**src/rtl/bcd_countdown_timer.sv**
```systemverilog
`default_nettype none
// ============================================================================
//  Module      : bcd_countdown_timer
//  Description : Multi-digit BCD down-counter with run/pause control, sticky
//                and pulsed timeout, low-time warning and optional auto-reload.
//  Revision    : 1.0 - initial release
// ============================================================================
module bcd_countdown_timer #(
   parameter int NUM_DIGITS  = 4,
   parameter int MAX_DIGIT   = 9,
   parameter int WARN_LEVEL  = 10,
   parameter int AUTO_RELOAD = 0
) (
   input  logic                    clk,
   input  logic                    rst,
   input  logic                    load,
   input  logic [4*NUM_DIGITS-1:0] load_value,
   input  logic                    enable,
   input  logic                    tick,
   output logic [4*NUM_DIGITS-1:0] digits_out,
   output logic                    running,
   output logic                    timeout,
   output logic                    timeout_pulse,
   output logic                    warn
);

   localparam int          c_W    = 4 * NUM_DIGITS;
   localparam logic [3:0]  c_MAX  = 4'(MAX_DIGIT);
   localparam logic [31:0] c_WARN = 32'(WARN_LEVEL);

   typedef enum logic [1:0] {
      IDLE    = 2'd0,
      RUN     = 2'd1,
      PAUSE   = 2'd2,
      EXPIRED = 2'd3
   } state_t;

   state_t           state_q, state_d;
   logic [c_W-1:0]   digits_q, digits_d;
   logic [c_W-1:0]   reload_q, reload_d;
   logic             running_q, timeout_q, pulse_q, warn_q;

   logic [c_W-1:0]   clamped;
   logic [c_W-1:0]   decremented;
   logic             borrow;
   logic [31:0]      next_value;
   logic             warn_d;

   // Integer interpretation of a packed BCD word, digits weighted by 10^i.
   function automatic logic [31:0] bcd_value(input logic [c_W-1:0] d);
      logic [31:0] acc;
      acc = 32'd0;
      for (int i = NUM_DIGITS - 1; i >= 0; i--) begin
         acc = acc * 32'd10 + {28'd0, d[4*i +: 4]};
      end
      return acc;
   endfunction

   // Saturate each incoming digit to the largest legal digit value.
   generate
      for (genvar g = 0; g < NUM_DIGITS; g++) begin : g_clamp
         assign clamped[4*g +: 4] = (load_value[4*g +: 4] > c_MAX) ? c_MAX
                                                                   : load_value[4*g +: 4];
      end
   endgenerate

   // Single-cycle BCD subtract-by-one: zero digits wrap to MAX and pass the borrow up.
   always_comb begin
      decremented = digits_q;
      borrow      = 1'b1;
      for (int i = 0; i < NUM_DIGITS; i++) begin
         if (borrow) begin
            if (digits_q[4*i +: 4] == 4'd0) begin
               decremented[4*i +: 4] = c_MAX;
            end else begin
               decremented[4*i +: 4] = digits_q[4*i +: 4] - 4'd1;
               borrow                = 1'b0;
            end
         end
      end
   end

   // Next-state selection: load beats every enable/tick transition.
   always_comb begin
      state_d  = state_q;
      digits_d = digits_q;
      reload_d = reload_q;
      if (load) begin
         digits_d = clamped;
         reload_d = clamped;
         if (clamped == '0) begin
            state_d = EXPIRED;
         end else if (enable) begin
            state_d = RUN;
         end else begin
            state_d = PAUSE;
         end
      end else begin
         case (state_q)
            RUN: begin
               if (!enable) begin
                  state_d = PAUSE;
               end else if (tick) begin
                  if (digits_q == c_W'(1)) begin
                     digits_d = '0;
                     state_d  = EXPIRED;
                  end else begin
                     digits_d = decremented;
                  end
               end
            end
            PAUSE: begin
               if (enable) begin
                  state_d = RUN;
               end
            end
            EXPIRED: begin
               if ((AUTO_RELOAD != 0) && enable && tick && (reload_q != '0)) begin
                  digits_d = reload_q;
                  state_d  = RUN;
               end
            end
            default: begin
               state_d = state_q;
            end
         endcase
      end
   end

   // Warning is derived from the value being registered this edge.
   always_comb begin
      next_value = bcd_value(digits_d);
      warn_d     = ((state_d == RUN) || (state_d == PAUSE)) &&
                   (next_value != 32'd0) && (next_value <= c_WARN);
   end

   // State, value and registered status outputs.
   always_ff @(posedge clk) begin
      if (rst) begin
         state_q   <= IDLE;
         digits_q  <= '0;
         reload_q  <= '0;
         running_q <= 1'b0;
         timeout_q <= 1'b0;
         pulse_q   <= 1'b0;
         warn_q    <= 1'b0;
      end else begin
         state_q   <= state_d;
         digits_q  <= digits_d;
         reload_q  <= reload_d;
         running_q <= (state_d == RUN);
         timeout_q <= (state_d == EXPIRED);
         pulse_q   <= (state_d == EXPIRED) && (state_q != EXPIRED);
         warn_q    <= warn_d;
      end
   end

   assign digits_out    = digits_q;
   assign running       = running_q;
   assign timeout       = timeout_q;
   assign timeout_pulse = pulse_q;
   assign warn          = warn_q;

endmodule
`default_nettype wire

```
**config.mk**
```make
export PLATFORM = sky130hd
export DESIGN_NAME = bcd_countdown_timer
export DESIGN_NICKNAME = d
export VERILOG_FILES = /design/src/rtl/bcd_countdown_timer.sv
export SDC_FILE = /design/constraint.sdc
export NUM_CORES = 1
export LEC_CHECK = 0
export CAP_MARGIN = 20
export CORE_MARGIN = 4
export CORE_UTILIZATION = 30
export CTS_CLUSTER_DIAMETER = 80
export DETAILED_ROUTE_END_ITERATION = 16
export DONT_BUFFER_PORTS = 1
export PLACE_DENSITY = 0.41
export SKIP_LAST_GASP = 1
export SLEW_MARGIN = 20
export SYNTH_ARGS = -nofsm -noshare
export SYNTH_HDL_FRONTEND = slang
export SYNTH_SLANG_ARGS = --single-unit
```
**constraint.sdc**
```tcl
create_clock -name clk -period 10.9 [get_ports clk]
set_clock_uncertainty 0.2 [all_clocks]
set_input_delay 1.635 -clock clk [delete_from_list [all_inputs] [get_ports clk]]
set_output_delay 1.635 -clock clk [all_outputs]
set_load 0.03 [all_outputs]
```
==> reports/results.tsv <==
metric	value	unit
outcome	complete, no violations	
yosys_most_used_dff	dfxtp_1	
layout.nets	528	
ir_drop	0.241	mV
area_growth	6.06	%
synthArstFlopShare	0	
required	10850	ps
cts_tree	yes	
final_layout_size_suffix_gt1_frac	0.0408	
via_per_inst	5.30	
cts_resized	0	
die_w	116	um
critPathLaunchType	input pin	
grt.overflow.total	0	
path_max_fanout	8	
finalHoldViolCount	0	
hpwl	7450	um
ys_ff_latch	22	
grt_max_degree	22	
max_freq	106	MHz
maxSlewViolCount	0	
htreeDepth	1	
gp_congestion	0.857	
cp-startpoint	enable	
slew_headroom	0.599	
num_io_pins	41	
cts.sinks	22	
drtIter0Drc	208	
yosys.area.top_type	ha_1	
end_kind	register	
ys_warn_count	0	
arrival	9420	ps
cts-root-buf	clkbuf_16	
synth_top_area_share	0.212	
syn_nets	535	
rsz0062_at_grt	no	
hp-start	state_q[1]	
vias	3095	
synth_commonest_cells	ha_1, inv_1, o21ai_0, a21oi_1, nor2_1	
start_util	0.306	
synthCells	449	
drt_drc_violations_left	0	
ys_types	67	
cts_buffer_depth	2	
grt_pass1_wl	15000	um
drt_wl_total	8810	um
synth_area_leaders	ha_1, dfxtp_1, o21ai_0, xnor2_1, a21oi_1	
drv_cap	0	
avgSynthCellArea	7.77	um2
path_common_cell	ha_1	
rr_startpoint	digits_out[12]	
tightest_slew	585	ps
antenna_found_initial	0	
avgRoutedWirePerCell	15.1	um
grt_pass1_vias	3104	
cts_setup_buffers	0	
min_period	9470	ps
hold_class	register to register	
crit_path_max_incr_delay	670	ps
seq_area_frac_synth	0.126	
dieArea	13400	um2
setup-violations-final	0	
rows	39	
numCtsBuffers	3	
diodes	0	
clkLatencyLatePin	260	ps
final_cell_area	3700	um2
fin_crit_sh	0.868	
grt.total_usage	0.135	
synth_edf_count	0	
powerDensity	356	nW/um2
p_leak	1.56	nW
synth_most_common_cell	ha_1	
syn_area	3490	um2
crit_slowest_cell	or4_1	
cts_hold_buf	0	
placed_area	3610	um2
port_buffers	0	
final.setup.tns	0	ps
antenna_left	0	
clk_pin_slew	60	ps
dr.pass1.iters	5	
path_class	input pin to register	
die_h	116	um
core	11400	um2
-- layout by cell type (no fill, tap or decap), drive strengths merged, types with 3 or more instances in the layout --
cell type	Yosys	final
nor2	29	29
or3	3	3
ha	59	59
o21ai	40	40
nor3b	8	8
o21a	5	5
a211oi	6	6
clkbuf	7	4
a31oi	6	6
a21oi	30	30
xnor2	18	18
nor2b	17	17
fa	6	6
nor3	16	16
inv	40	40
a21o	9	9
or4b	3	3
nand3	7	7
xor2	12	12
o22ai	3	3
and4	3	3
dfxtp	22	22
nand3b	6	6
nand2b	9	9
nand2	24	24
a2111oi	3	3
and3	3	3
or4	3	3
o211ai	9	9
nor4	12	12
-- area by class of cell --
type / count / area [um2]
Clock buffer: 4 / 88.8
Multi-Input combinational cell: 375 / 2840
Sequential cell: 22 / 440
Inverter: 40 / 150
Tap cell: 143 / 179
Fill cell: 1244 / 7720
-- through the flow --
step                      power, W  setup slack, ps   util  hold WS (ps)  cells
final                      0.00132             1430  0.324           420    584
after global routing       0.00147              791  0.324           474    584
after CTS                  0.00132             1440  0.324           416    584
after detailed placement   0.00123             1210  0.316           400    580
after global placement     0.00123             1340  0.316           395    580
after floorplan            0.00103             1950      -           349    449
-- critical path: cells and delay by family --
family          cells  cell delay, ps
compound gates      6            1800
buf+inv             2             140
mux                 1             130
xor+xnor            4             820
simple gates        8            2690
fa+ha+maj           7            2190
-- where the power goes --
part,switching (W),internal (W)
Combinational,0.000663,0.000468
Clock,0.0000287,0.0000560
Sequential,0.0000151,0.0000853
Total,0.000707,0.000610
-- path summary, 6_finish.rpt --
check	to	depth (start not counted)	slack (ps)
worst max-delay path	warn	28	1430
worst max register to register	warn	32	2010
worst min-delay path	timeout_pulse	2	420
worst min register to register	timeout_pulse	2	420
-- sequential cells by signal, indices dropped and copies added (netlist names) --
register,flops
warn,1
timeout_pulse,1
state_q,2
digits_out,16
running,1
timeout,1
-- logic make-up (layout without fill, tap and decap cells) --
| logic type | count (synthesis) | after routing | synth area share |
|---|---|---|---|
| compound gates | 125 | 125 | 0.231 |
| xor+xnor | 30 | 30 | 0.0753 |
| fa+ha+maj | 65 | 65 | 0.246 |
| buf+inv | 52 | 44 | 0.0592 |
| flops | 22 | 22 | 0.126 |
| mux | 3 | 3 | 0.00896 |
| other cells | 1 | 1 | 0.00107 |
| simple gates | 151 | 151 | 0.252 |
-- layer usage --
metal	share of wire	vias up	global-route usage
li1	-	1621	-
met1	0.48	1392	0.188
met2	0.45	72	0.223
met3	0.053	10	0.0136
met4	0.013	0	0.0371
met5	0	-	0
Note: power is estimated with default switching activity, not from simulation.
